--- src/rtl/fifo_burst_reader.sv ---
// Burst reader for a showahead FIFO: drains q/empty/usedw/rdreq into a registered
// valid/ready stream framed by last_o. Define FIFO_BURST_READER_STATS_EN for burst counters.
module fifo_burst_reader #(
  parameter int DWIDTH    = 4,
  parameter int AWIDTH    = 7,
  parameter int BURST_LEN = 8,
  parameter int TIMEOUT   = 16
) (
  input  logic              clk_i,
  input  logic              srst_i,
  input  logic [DWIDTH-1:0] fifo_q_i,
  input  logic              fifo_empty_i,
  input  logic [AWIDTH:0]   fifo_usedw_i,
  output logic              fifo_rdreq_o,
  output logic [DWIDTH-1:0] data_o,
  output logic              valid_o,
  output logic              last_o,
  input  logic              ready_i
`ifdef FIFO_BURST_READER_STATS_EN
  ,
  output logic [15:0]       bursts_o,
  output logic [15:0]       short_bursts_o
`endif
);

  localparam int UW  = AWIDTH + 1;
  localparam int BLW = $clog2(BURST_LEN + 1);
  localparam int TW  = $clog2(TIMEOUT + 1);

  localparam logic [UW-1:0]  BURST_LEN_U = UW'(BURST_LEN);
  localparam logic [BLW-1:0] BURST_LEN_B = BLW'(BURST_LEN);
  localparam logic [BLW-1:0] BEAT_ONE    = BLW'(1);
  localparam logic [TW-1:0]  TIMEOUT_T   = TW'(TIMEOUT);
  localparam logic [TW-1:0]  TIMER_ONE   = TW'(1);

  typedef enum logic [0:0] {
    IDLE  = 1'b0,
    BURST = 1'b1
  } state_t;

  state_t             state_q, state_d;
  logic [BLW-1:0]     beats_left_q, beats_left_d;
  logic [TW-1:0]      timer_q, timer_d;
  logic [DWIDTH-1:0]  data_q;
  logic               valid_q;
  logic               last_q;

  logic accept_s;
  logic pop_s;
  logic full_s;
  logic timeout_s;
  logic start_s;

  assign accept_s  = !valid_q || ready_i;
  assign pop_s     = (state_q == BURST) && !fifo_empty_i && accept_s && !srst_i;
  assign full_s    = (fifo_usedw_i >= BURST_LEN_U);
  assign timeout_s = (timer_q == TIMEOUT_T) && !fifo_empty_i;
  assign start_s   = (state_q == IDLE) && (full_s || timeout_s);

  assign fifo_rdreq_o = pop_s;
  assign data_o       = data_q;
  assign valid_o      = valid_q;
  assign last_o       = last_q;

  // Burst sequencing: idle timer, burst entry and beat countdown.
  always_comb begin
    state_d      = state_q;
    beats_left_d = beats_left_q;
    timer_d      = timer_q;
    case (state_q)
      IDLE: begin
        if (fifo_empty_i) begin
          timer_d = '0;
        end else if (timer_q != TIMEOUT_T) begin
          timer_d = timer_q + TIMER_ONE;
        end else begin
          timer_d = timer_q;
        end
        // A timeout entry only happens with usedw < BURST_LEN, so the cast cannot truncate.
        if (start_s) begin
          state_d      = BURST;
          timer_d      = '0;
          beats_left_d = full_s ? BURST_LEN_B : BLW'(fifo_usedw_i);
        end else begin
          state_d = IDLE;
        end
      end
      BURST: begin
        timer_d = '0;
        if (pop_s) begin
          beats_left_d = beats_left_q - BEAT_ONE;
          if (beats_left_q == BEAT_ONE) begin
            state_d = IDLE;
          end else begin
            state_d = BURST;
          end
        end else begin
          state_d = BURST;
        end
      end
      default: begin
        state_d      = IDLE;
        beats_left_d = '0;
        timer_d      = '0;
      end
    endcase
  end

  // Sequencer state registers.
  always_ff @(posedge clk_i) begin
    if (srst_i) begin
      state_q      <= IDLE;
      beats_left_q <= '0;
      timer_q      <= '0;
    end else begin
      state_q      <= state_d;
      beats_left_q <= beats_left_d;
      timer_q      <= timer_d;
    end
  end

  // Output stage: load on pop, drop valid when drained, hold while stalled.
  always_ff @(posedge clk_i) begin
    if (srst_i) begin
      data_q  <= '0;
      valid_q <= 1'b0;
      last_q  <= 1'b0;
    end else if (pop_s) begin
      data_q  <= fifo_q_i;
      valid_q <= 1'b1;
      last_q  <= (beats_left_q == BEAT_ONE);
    end else if (accept_s) begin
      data_q  <= data_q;
      valid_q <= 1'b0;
      last_q  <= 1'b0;
    end else begin
      data_q  <= data_q;
      valid_q <= valid_q;
      last_q  <= last_q;
    end
  end

`ifdef FIFO_BURST_READER_STATS_EN
  logic [15:0] bursts_q;
  logic [15:0] short_bursts_q;

  assign bursts_o       = bursts_q;
  assign short_bursts_o = short_bursts_q;

  // Burst statistics; a short burst is one entered by timeout.
  always_ff @(posedge clk_i) begin
    if (srst_i) begin
      bursts_q       <= 16'd0;
      short_bursts_q <= 16'd0;
    end else if (start_s) begin
      bursts_q       <= bursts_q + 16'd1;
      short_bursts_q <= full_s ? short_bursts_q : (short_bursts_q + 16'd1);
    end else begin
      bursts_q       <= bursts_q;
      short_bursts_q <= short_bursts_q;
    end
  end
`endif

endmodule

--- config.mk ---
export PLATFORM = sky130hd
export DESIGN_NAME = fifo_burst_reader
export DESIGN_NICKNAME = d
export VERILOG_FILES = /design/src/rtl/fifo_burst_reader.sv
export SDC_FILE = /design/constraint.sdc
export NUM_CORES = 1
export LEC_CHECK = 0
export ABC_AREA = 1
export BUFFER_PORTS_ARGS = -buffer_cell sky130_fd_sc_hd__clkbuf_2
export CAP_MARGIN = 5
export CORE_UTILIZATION = 45
export DETAILED_ROUTE_END_ITERATION = 8
export GPL_ROUTABILITY_DRIVEN = 0
export PLACE_DENSITY = 0.69
export SYNTH_ARGS = -nofsm -noshare
export SYNTH_HDL_FRONTEND = slang
export SYNTH_SLANG_ARGS = --single-unit
--- constraint.sdc ---
create_clock -name clk_i -period 1.3 [get_ports clk_i]
set_input_delay 0.13 -clock clk_i [delete_from_list [all_inputs] [get_ports clk_i]]
set_output_delay 0.13 -clock clk_i [all_outputs]
set_load 0.01 [all_outputs]
Word level (Yosys, flattened, before mapping)
Index checks and enable logic that the tools add are counted.

RAM bits: 0. Output and inout bits: 7. Bits in read-only memories: 0. Logic and storage cells: 43. Flip-flop bits (word level): 16. Latch bits: 0. Memories: 0.

Multiplexer cells: 15. Add/sub/neg operators: 2. Multipliers: 0. Reduce and logical (&&, ||, !) cells: 12. Magnitude comparators: 1. Shift operators: 0. Equality and inequality tests: 6. Bitwise operators: 1. Divide/modulo/power cells: 0.

Operator list (count): 2-to-1 mux 5 bit (3); 2-to-1 mux 4 bit (3); case mux 5 bit (2 select lines) (1); greater-or-equal comparator 8 x 4 -> 1 bit (second input constant) (1); case mux 4 bit (2 select lines) (1); 2-to-1 mux 1 bit (6); adder 5 x 1 -> 5 bit (second input constant) (1); equality test 5 bit (second input constant) (1); logical AND 1 bit (5); inequality test 5 bit (second input constant) (1); equality test 4 x 1 -> 1 bit (second input constant) (1); inequality test 2 bit (second input constant) (2); inequality test 4 x 3 -> 1 bit (second input constant) (1); subtractor 4 x 1 -> 4 bit (second input constant) (1); logical NOT 1 bit (3); logical OR 1 bit (2); case mux 1 bit (2 select lines) (1); AND reduction 2 bit (1); nonzero test 2 bit (1); NOT 1 bit (1).

Logic depth before layout (Yosys ltp)
Gate-level depths: netlist (run 1).

Depth after elaboration: 6. Mapped depth: 9.

Least setup slack after synthesis (run 1)
No wires, ideal clock.

Path kind: register to register. Start point: register timer_q[0]. End point: register beats_left_q[3]. Clock period less this slack: 1176 ps. Required time: 1189 ps. Stages on the path, launching flop included: 10. Arrival time: 1065 ps. Path slack: 124 ps. Cell sequence: dfxtp_1 > inv_1 > ha_1 > inv_1 > nor2_1 > nand3_4 > nand3_4 > inv_1 > nor2_1 > nor2_1.

Longest elaborated chain between the ends: 6.

RTL lines: start: declaration (line 43) `logic [TW-1:0] timer_q, timer_d;`; start signal: assignment (line 118) `timer_q <= timer_d;`; equality test 5 bit (line 57) `assign timeout_s = (timer_q == TIMEOUT_T) && !fifo_empty_i;`; logical AND 1 bit (line 57); logical OR 1 bit (line 58) `assign start_s = (state_q == IDLE) && (full_s || timeout_s);`; logical AND 1 bit (line 58); inequality test 2 bit (no line); AND reduction 2 bit (no line); end signal: assignment (line 117) `beats_left_q <= beats_left_d;`; end: declaration (line 42) `logic [BLW-1:0] beats_left_q, beats_left_d;`.

Every way passes these cells. A chain may end at the register's enable or synchronous reset.

Worst setup path in the final report (run 1)
Start point: register timer_q[1]. End point: register beats_left_q[3].

The elaborated chain is that of the path after synthesis.

==> flow_summary.html, run 1 <==
<table>
<tr><th>Metric</th><th>Value</th></tr>
<tr><th colspan="2">Routing</th></tr>
<tr><td>Detail Route met2 WL</td><td>634 um</td></tr>
<tr><td>Number of nets with antenna violations after routing</td><td>0</td></tr>
<tr><td>Highest layer used for signal routing</td><td>met4</td></tr>
<tr><td>Violation count after the first detailed-route iteration</td><td>10</td></tr>
<tr><td>Via density</td><td>4.61</td></tr>
<tr><td>Total DRC errors in the routed layout</td><td>0</td></tr>
<tr><td>Routed via count</td><td>784</td></tr>
<tr><td>Total wire length</td><td>1.50 mm</td></tr>
<tr><td>Routed length on met1</td><td>739 um</td></tr>
<tr><td>WL/cell</td><td>8.84 um</td></tr>
<tr><td>Detailed Routing Iterations Pass 1</td><td>4</td></tr>
<tr><td>Detailed route wirelength on metal3</td><td>90 um</td></tr>
<tr><th colspan="2">Critical path</th></tr>
<tr><td>Worst Path Required</td><td>1.49 ns</td></tr>
<tr><td>Kind of start point of the critical path</td><td>flip-flop</td></tr>
<tr><td>Critical path endpoint category</td><td>flip-flop</td></tr>
<tr><td>Crit Path Max Fanout</td><td>6</td></tr>
<tr><td>Class of the most critical setup path</td><td>flip-flop to flip-flop</td></tr>
<tr><td>Arrival time at the worst endpoint</td><td>1.40 ns</td></tr>
<tr><th colspan="2">GRT</th></tr>
<tr><td>Global Route Usage Sum</td><td>0.165</td></tr>
<tr><td>First-pass GRT wire length</td><td>2.46 mm</td></tr>
<tr><td>Via count of the first global-routing pass</td><td>620</td></tr>
<tr><td>Overflow left after global routing</td><td>0</td></tr>
<tr><td>Antenna violations before repair</td><td>0</td></tr>
<tr><td>Pin count of the biggest net entering global routing</td><td>9</td></tr>
<tr><th colspan="2">Floorplan</th></tr>
<tr><td>Die span in y</td><td>46.0 um</td></tr>
<tr><td>Die Area</td><td>2120 um^2</td></tr>
<tr><td>Placement row count</td><td>15</td></tr>
<tr><td>Chip Width</td><td>46.0 um</td></tr>
<tr><td>Ports placed on the boundary</td><td>23</td></tr>
<tr><td>Effective utilization at floorplan</td><td>0.494</td></tr>
<tr><td>Core region area</td><td>1760 um^2</td></tr>
<tr><th colspan="2">Synth</th></tr>
<tr><td>Synthesis-stage register bit count</td><td>16</td></tr>
<tr><td>Number of enable-type register cells in the synthesized netlist</td><td>0</td></tr>
<tr><td>Share of the yosys chip area belonging to registers</td><td>0.367</td></tr>
<tr><td>Number of distinct standard cells referenced by the synthesized netlist</td><td>20</td></tr>
<tr><td>Share of the synthesized area in the top cell type</td><td>0.367</td></tr>
<tr><td>Yosys warnings</td><td>0</td></tr>
<tr><td>Biggest area consumer among synthesized cells</td><td>dfxtp_1</td></tr>
<tr><td>Mean instance size in the synthesized netlist</td><td>7.39 um^2</td></tr>
<tr><td>Top cells by area in the synthesized netlist</td><td>dfxtp_1 (37%), nand2_1 (9.5%), nor2_1 (8.6%)</td></tr>
<tr><td>FFs w/ async S/R, synth</td><td>0</td></tr>
<tr><td>Post-synth net total</td><td>138</td></tr>
<tr><td>Most used flip-flop cell after synthesis</td><td>dfxtp_1</td></tr>
<tr><td>Netlist area before placement</td><td>872 um^2</td></tr>
<tr><td>Instance count of the mapped netlist</td><td>118</td></tr>
<tr><th colspan="2">Clock network</th></tr>
<tr><td>Post-CTS setup buffer count</td><td>0</td></tr>
<tr><td>Count of clock tree sinks</td><td>16</td></tr>
<tr><td>Hold bufs inserted after CTS</td><td>0</td></tr>
<tr><td>Number of buffers added by the clock tree synthesis step</td><td>3</td></tr>
<tr><td>Clock input transition at the sequential cells of the worst setup and hold paths</td><td>0.09 ns</td></tr>
<tr><td>H-tree depth</td><td>1</td></tr>
<tr><td>Max Buffers Root-to-Sink</td><td>2</td></tr>
<tr><td>Clock tree from TritonCTS</td><td>built</td></tr>
<tr><td>Clock insertion delay at the later pin of the skew report</td><td>0.29 ns</td></tr>
<tr><td>Cell at the root of the clock tree</td><td>clkbuf_4</td></tr>
<tr><th colspan="2">Timing</th></tr>
<tr><td>Final Hold Fails</td><td>0</td></tr>
<tr><td>Pin slew with the least headroom to its limit</td><td>0.258 ns</td></tr>
<tr><td>Final TNS setup</td><td>0 ns</td></tr>
<tr><td>Share of the clock period used by the worst path</td><td>0.930</td></tr>
<tr><td>Unrepaired setup endpoints after global routing</td><td>false</td></tr>
<tr><td>Fin crit period</td><td>1.21 ns</td></tr>
<tr><td>Final setup vio count</td><td>0</td></tr>
<tr><td>Number of pins exceeding their max-slew limit in the final report</td><td>0</td></tr>
<tr><td>Peak Freq</td><td>0.827 GHz</td></tr>
<tr><td>Worst clock skew</td><td>0.00461 ns</td></tr>
<tr><td>Relative slew slack</td><td>0.828</td></tr>
<tr><th colspan="2">Cells and area</th></tr>
<tr><td>Final-layout fill cell count</td><td>189</td></tr>
<tr><td>Share of layout cells above drive strength 1</td><td>0.352</td></tr>
<tr><td>Number of antenna cells inserted</td><td>0</td></tr>
<tr><td>Synthesis-to-finish area growth</td><td>22.1%</td></tr>
<tr><td>Layout net count</td><td>167</td></tr>
<tr><td>Sequential Area</td><td>325 um^2</td></tr>
<tr><td>Post-layout util</td><td>0.604</td></tr>
<tr><td>Area occupied by multi-input gates</td><td>478 um^2</td></tr>
<tr><th colspan="2">Place</th></tr>
<tr><td>Count of input and output buffers</td><td>22</td></tr>
<tr><td>Post-detailed-placement half-perimeter wirelength</td><td>1.23 mm</td></tr>
<tr><th colspan="2">Pwr</th></tr>
<tr><td>PD cells</td><td>947 nW/um^2</td></tr>
<tr><td>Total internal power</td><td>0.000715 W</td></tr>
<tr><td>Fraction of power consumed by sequential logic</td><td>0.537</td></tr>
<tr><td>Switching share of power</td><td>0.291</td></tr>
<tr><td>Clock group share of total power</td><td>0.257</td></tr>
<tr><td>Fraction of power consumed by combinational cells</td><td>0.206</td></tr>
<tr><td>Leakage Power</td><td>0.537 nW</td></tr>
<tr><td>Max VDD drop</td><td>0.000726 V</td></tr>
<tr><td>Reported net switching power</td><td>0.000293 W</td></tr>
<tr><th colspan="2">Outcome</th></tr>
<tr><td>Status</td><td>finished, final reports clean</td></tr>
<tr><th colspan="2">Job</th></tr>
<tr><td>Maximum capacitance violations</td><td>0</td></tr>
<tr><th colspan="2">Min path</th></tr>
<tr><td>Class of the most critical hold timing path</td><td>input port to flip-flop</td></tr>
</table>
[worst paths after layout]
check	cells past startpoint	slack [ns]	endpoint	from
hold reg to reg	2	0.47	data_o[3]	data_o[3]
setup / recovery	9	0.09	beats_left_q[3]	timer_q[1]
setup reg to reg	9	0.09	beats_left_q[3]	timer_q[1]
hold / removal	3	0.03	data_o[0]	fifo_q_i[0]
[routing by layer]
layer | global-route usage | vias to the layer above
met4 | 0.106 | 0
met5 | 0 | -
met3 | 0.0238 | 4
li1 | - | 421
met1 | 0.216 | 330
met2 | 0.251 | 29
[worst max-delay path, cell delays in order (launching register included)]
cell,delay [ns]
dfxtp_2,0.34
inv_2,0.05
ha_2,0.15
inv_1,0.04
nor2_2,0.13
nand3_4,0.13
nand3_4,0.12
inv_1,0.04
nor2_1,0.08
nor2_1,0.04
[cells by family after synthesis]
kind of cell | synth area share
fa+ha+maj | 0.0574
xor+xnor | 0.0402
buf+inv | 0.0990
compound gates | 0.0229
simple gates | 0.413
flops | 0.367
[power groups by stage]
stage               Clock (W)  Sequential [W]  Combinational [W]
finish               0.000259        0.000542           0.000208
global route         0.000282        0.000546           0.000238
CTS                  0.000263        0.000539           0.000207
detailed placement          0        0.000550           0.000206
global placement            0        0.000550           0.000205
floorplan                   0        0.000550           0.000143
[final cells by class]
cell class                 count  share of cell area
sequential                    16               0.306
tap                           25              0.0294
inverter                      20              0.0705
timing repair buffer          25               0.125
clock buffer                   3              0.0212
multi-input combinational     81               0.449
[what timing repair did]
item                                    in CTS  in global routing
resized for setup                            1                  8
hold endpoints to repair                     0                  0
endpoints found under the setup margin       1                 10
pin swaps                                    0                  2
[metrics by stage]
stage | worst slack [ns] | cell area (um^2) | total power, W | hold slack [ns] | instances
global route | 0.00504 | 1060 | 0.00107 | 0.0418 | 170
global placement | 0.0861 | 1020 | 0.000755 | 0.327 | 167
CTS | 0.0297 | 1050 | 0.00101 | 0.0339 | 170
detailed placement | 0.0749 | 1020 | 0.000756 | 0.338 | 167
floorplan | 0.124 | 872 | 0.000693 | 0.199 | 118
finish | 0.0909 | 1060 | 0.00101 | 0.0294 | 170
[synth_stat cells (2+ instances only)]
| cell type | n |
|---|---|
| a21oi_1 | 2 |
| dfxtp_1 | 16 |
| ha_1 | 4 |
| inv_1 | 17 |
| inv_2 | 3 |
| nand2_1 | 22 |
| nand3_1 | 11 |
| nand3_4 | 3 |
| nand4_1 | 4 |
| nor2_1 | 20 |
| nor2_2 | 5 |
| xnor2_1 | 2 |
| xor2_1 | 2 |
[state kept, by name (all words and copies together), names as in the netlist]
name / count
data_o: 4
state_q: 1
valid_o: 1
timer_q: 5
beats_left_q: 4
last_o: 1
[layout by cell type (no fill, tap or decap), types with 4 or more instances in the layout]
| cell | n |
|---|---|
| nand3_1 | 11 |
| dfxtp_2 | 4 |
| dfxtp_1 | 12 |
| nor2_1 | 19 |
| clkbuf_2 | 22 |
| nand4_1 | 4 |
| nand3_4 | 4 |
| nor2_2 | 6 |
| inv_1 | 15 |
| nand2_1 | 22 |
| inv_2 | 5 |
(Power assumes the default switching activity.)
==> run 2, diff against run 1 <==
--- a/config.mk
+++ b/config.mk
@@ -7,10 +7,12 @@
 export LEC_CHECK = 0
 export ABC_AREA = 1
 export BUFFER_PORTS_ARGS = -buffer_cell sky130_fd_sc_hd__clkbuf_2
-export CAP_MARGIN = 5
+export CAP_MARGIN = 30
 export CORE_UTILIZATION = 45
+export CTS_BUF_LIST = sky130_fd_sc_hd__clkbuf_8
 export DETAILED_ROUTE_END_ITERATION = 8
 export GPL_ROUTABILITY_DRIVEN = 0
+export GPL_TIMING_DRIVEN = 0
 export PLACE_DENSITY = 0.69
 export SYNTH_ARGS = -nofsm -noshare
 export SYNTH_HDL_FRONTEND = slang
==> flow_summary.html, run 2 (synthesis gave the netlist of run 1 again) <==
<table>
<tr><th>Metric</th><th>Value</th></tr>
<tr><th colspan="2">Cells and area</th></tr>
<tr><td>Number of antenna cells inserted</td><td>0</td></tr>
<tr><td>Flip-flop count of the largest register, all copies and words added</td><td>5</td></tr>
<tr><td>Final-layout fill cell count</td><td>172</td></tr>
<tr><td>Synthesis-to-finish area growth</td><td>25.8%</td></tr>
<tr><td>Layout net count</td><td>167</td></tr>
<tr><td>Share of layout cells above drive strength 1</td><td>0.342</td></tr>
<tr><td>Finished Layout Cells</td><td>171</td></tr>
<tr><td>Most used cells in the layout excluding fill and tap cells</td><td>nand2_1 (22), clkbuf_2 (22), nor2_1 (18), inv_1 (16), dfxtp_1 (13)</td></tr>
<tr><td>Register ranked first by flip-flop count</td><td>timer_q</td></tr>
<tr><td>Final Instance Area</td><td>1100 um^2</td></tr>
<tr><th colspan="2">Timing</th></tr>
<tr><td>Final TNS setup</td><td>0 ns</td></tr>
<tr><td>Relative slew slack</td><td>0.833</td></tr>
<tr><td>Worst clock skew</td><td>0.00103 ns</td></tr>
<tr><td>Post-route worst hold slack</td><td>0.0642 ns</td></tr>
<tr><td>Fin crit period</td><td>1.23 ns</td></tr>
<tr><td>Pin slew with the least headroom to its limit</td><td>0.250 ns</td></tr>
<tr><td>Share of the clock period used by the worst path</td><td>0.945</td></tr>
<tr><td>Final setup vio count</td><td>0</td></tr>
<tr><td>Final Hold Fails</td><td>0</td></tr>
<tr><td>Peak Freq</td><td>0.814 GHz</td></tr>
<tr><td>Number of pins exceeding their max-slew limit in the final report</td><td>0</td></tr>
<tr><td>Min setup slack post-route</td><td>0.0721 ns</td></tr>
<tr><th colspan="2">Clock network</th></tr>
<tr><td>H-tree depth</td><td>1</td></tr>
<tr><td>Hold bufs inserted after CTS</td><td>0</td></tr>
<tr><td>Number of buffers added by the clock tree synthesis step</td><td>3</td></tr>
<tr><td>Clock tree from TritonCTS</td><td>built</td></tr>
<tr><td>Max Buffers Root-to-Sink</td><td>2</td></tr>
<tr><td>Clock input transition at the sequential cells of the worst setup and hold paths</td><td>0.07 ns</td></tr>
<tr><td>Clock insertion delay at the later pin of the skew report</td><td>0.26 ns</td></tr>
<tr><td>Cell at the root of the clock tree</td><td>clkbuf_8</td></tr>
<tr><td>Count of clock tree sinks</td><td>16</td></tr>
<tr><th colspan="2">Routing</th></tr>
<tr><td>Detailed Routing Iterations Pass 1</td><td>5</td></tr>
<tr><td>Number of nets with antenna violations after routing</td><td>0</td></tr>
<tr><td>WL/cell</td><td>9.92 um</td></tr>
<tr><td>Via density</td><td>4.74</td></tr>
<tr><td>Total DRC errors in the routed layout</td><td>0</td></tr>
<tr><td>Routed via count</td><td>811</td></tr>
<tr><td>Violation count after the first detailed-route iteration</td><td>13</td></tr>
<tr><td>Total wire length</td><td>1.70 mm</td></tr>
<tr><th colspan="2">Job</th></tr>
<tr><td>Maximum capacitance violations</td><td>0</td></tr>
<tr><th colspan="2">GRT</th></tr>
<tr><td>Antenna violations before repair</td><td>0</td></tr>
<tr><td>First-pass GRT wire length</td><td>2.67 mm</td></tr>
<tr><td>Global Route Usage Sum</td><td>0.183</td></tr>
<tr><td>Pin count of the biggest net entering global routing</td><td>11</td></tr>
<tr><td>Via count of the first global-routing pass</td><td>648</td></tr>
<tr><td>Overflow left after global routing</td><td>0</td></tr>
<tr><th colspan="2">Pwr</th></tr>
<tr><td>PD cells</td><td>1100 nW/um^2</td></tr>
<tr><td>Leakage Power</td><td>0.552 nW</td></tr>
<tr><td>Max VDD drop</td><td>0.000671 V</td></tr>
<tr><th colspan="2">Critical path</th></tr>
<tr><td>Class of the most critical setup path</td><td>flip-flop to flip-flop</td></tr>
<tr><td>Number of buffer and inverter stages on the critical path</td><td>3</td></tr>
<tr><td>Crit Path Max Fanout</td><td>6</td></tr>
<tr><td>Critical path endpoint category</td><td>flip-flop</td></tr>
<tr><td>CP Cell Sequence</td><td>inv_1, ha_1, inv_2, nor2_4, nand3_4, buf_4, nand4_1, nand2_1, nor2_1</td></tr>
<tr><td>Arrival time at the worst endpoint</td><td>1.43 ns</td></tr>
<tr><td>Kind of start point of the critical path</td><td>flip-flop</td></tr>
<tr><td>Depth of the critical timing path with buffers and inverters included</td><td>9</td></tr>
<tr><td>Top cell family by delay on the critical path</td><td>simple AND/OR/NAND/NOR gates</td></tr>
<tr><td>Slowest stage cell on the critical path</td><td>dfxtp_2</td></tr>
<tr><td>Highest cell delay on the worst timing path</td><td>0.33 ns</td></tr>
<tr><td>Worst r2r path cells</td><td>9</td></tr>
<tr><td>Worst Path Required</td><td>1.50 ns</td></tr>
<tr><th colspan="2">Place</th></tr>
<tr><td>Placed cell count</td><td>165</td></tr>
<tr><td>Post-detailed-placement half-perimeter wirelength</td><td>1.23 mm</td></tr>
<tr><td>Placed Instance Area</td><td>1010 um^2</td></tr>
<tr><td>Placement Setup Slack</td><td>0.0109 ns</td></tr>
<tr><td>Count of input and output buffers</td><td>22</td></tr>
<tr><th colspan="2">Floorplan</th></tr>
<tr><td>Placement row count</td><td>15</td></tr>
<tr><td>Die span in y</td><td>46.0 um</td></tr>
<tr><td>Ports placed on the boundary</td><td>23</td></tr>
<tr><td>Die Area</td><td>2120 um^2</td></tr>
<tr><td>Chip Width</td><td>46.0 um</td></tr>
<tr><td>Effective utilization at floorplan</td><td>0.494</td></tr>
<tr><td>Core region area</td><td>1760 um^2</td></tr>
<tr><th colspan="2">Outcome</th></tr>
<tr><td>Status</td><td>finished, final reports clean</td></tr>
<tr><th colspan="2">Min path</th></tr>
<tr><td>Class of the most critical hold timing path</td><td>input port to flip-flop</td></tr>
<tr><td>Cells on Worst Hold Path</td><td>3</td></tr>
</table>
run 2: cell types whose count changed in the layout (fill, tap and decap cells not counted), sizes merged:
cell    before  now
clkbuf      25   26
run 2: what timing repair did:
| action | 4_1_cts | 5_1_grt |
|---|---|---|
| buffers inserted | 0 | 2 |
| pin swaps | 0 | 1 |
| resized for setup | 1 | 6 |
| endpoints found under the setup margin | 2 | 10 |
run 2: worst reg2reg max path, cell delays in order (launching register included):
cell and delay, ns:
dfxtp_2 0.33, inv_1 0.06, ha_1 0.16, inv_2 0.05, nor2_4 0.09, nand3_4 0.12
buf_4 0.17, nand4_1 0.07, nand2_1 0.05, nor2_1 0.07
run 2: worst paths after layout:
check              startpoint               to  slack [ns]
setup / recovery   timer_q[0]  beats_left_q[0]        0.07
hold / removal    fifo_q_i[3]        data_o[3]        0.06
setup reg to reg   timer_q[0]  beats_left_q[0]        0.07
hold reg to reg     data_o[0]        data_o[0]        0.47
run 2: layout make-up:
class	count	area (um^2)	share of cell area
well taps	25	31.3	0.0285
flip-flops and latches	16	324	0.295
clock buffers	4	55.1	0.0502
plain buffers	1	11.3	0.0103
multi-input cells	81	475	0.433
inverters	20	75.1	0.0684
repair buffers	24	125	0.114
run 2: metrics by stage:
| step | utilization | total power (W) |
|---|---|---|
| floorplan | - | 0.000693 |
| global placement | 0.574 | 0.000750 |
| detailed placement | 0.574 | 0.000755 |
| CTS | 0.607 | 0.00121 |
| global route | 0.622 | 0.00126 |
| finish | 0.622 | 0.00121 |
run 2: report_power, final:
group	internal, W	leakage, nW	switching [W]
combinational	0.0000888	0.392	0.000121
sequential	0.000518	0.132	0.0000240
clock	0.000269	0.0288	0.000185
run 2: layer usage:
layer,global-route usage,vias to the layer above,part of all wire
met5,0,-,0
met4,0.124,0,0.025
met3,0.0476,5,0.068
met2,0.270,32,0.44
met1,0.229,352,0.46
li1,-,422,-
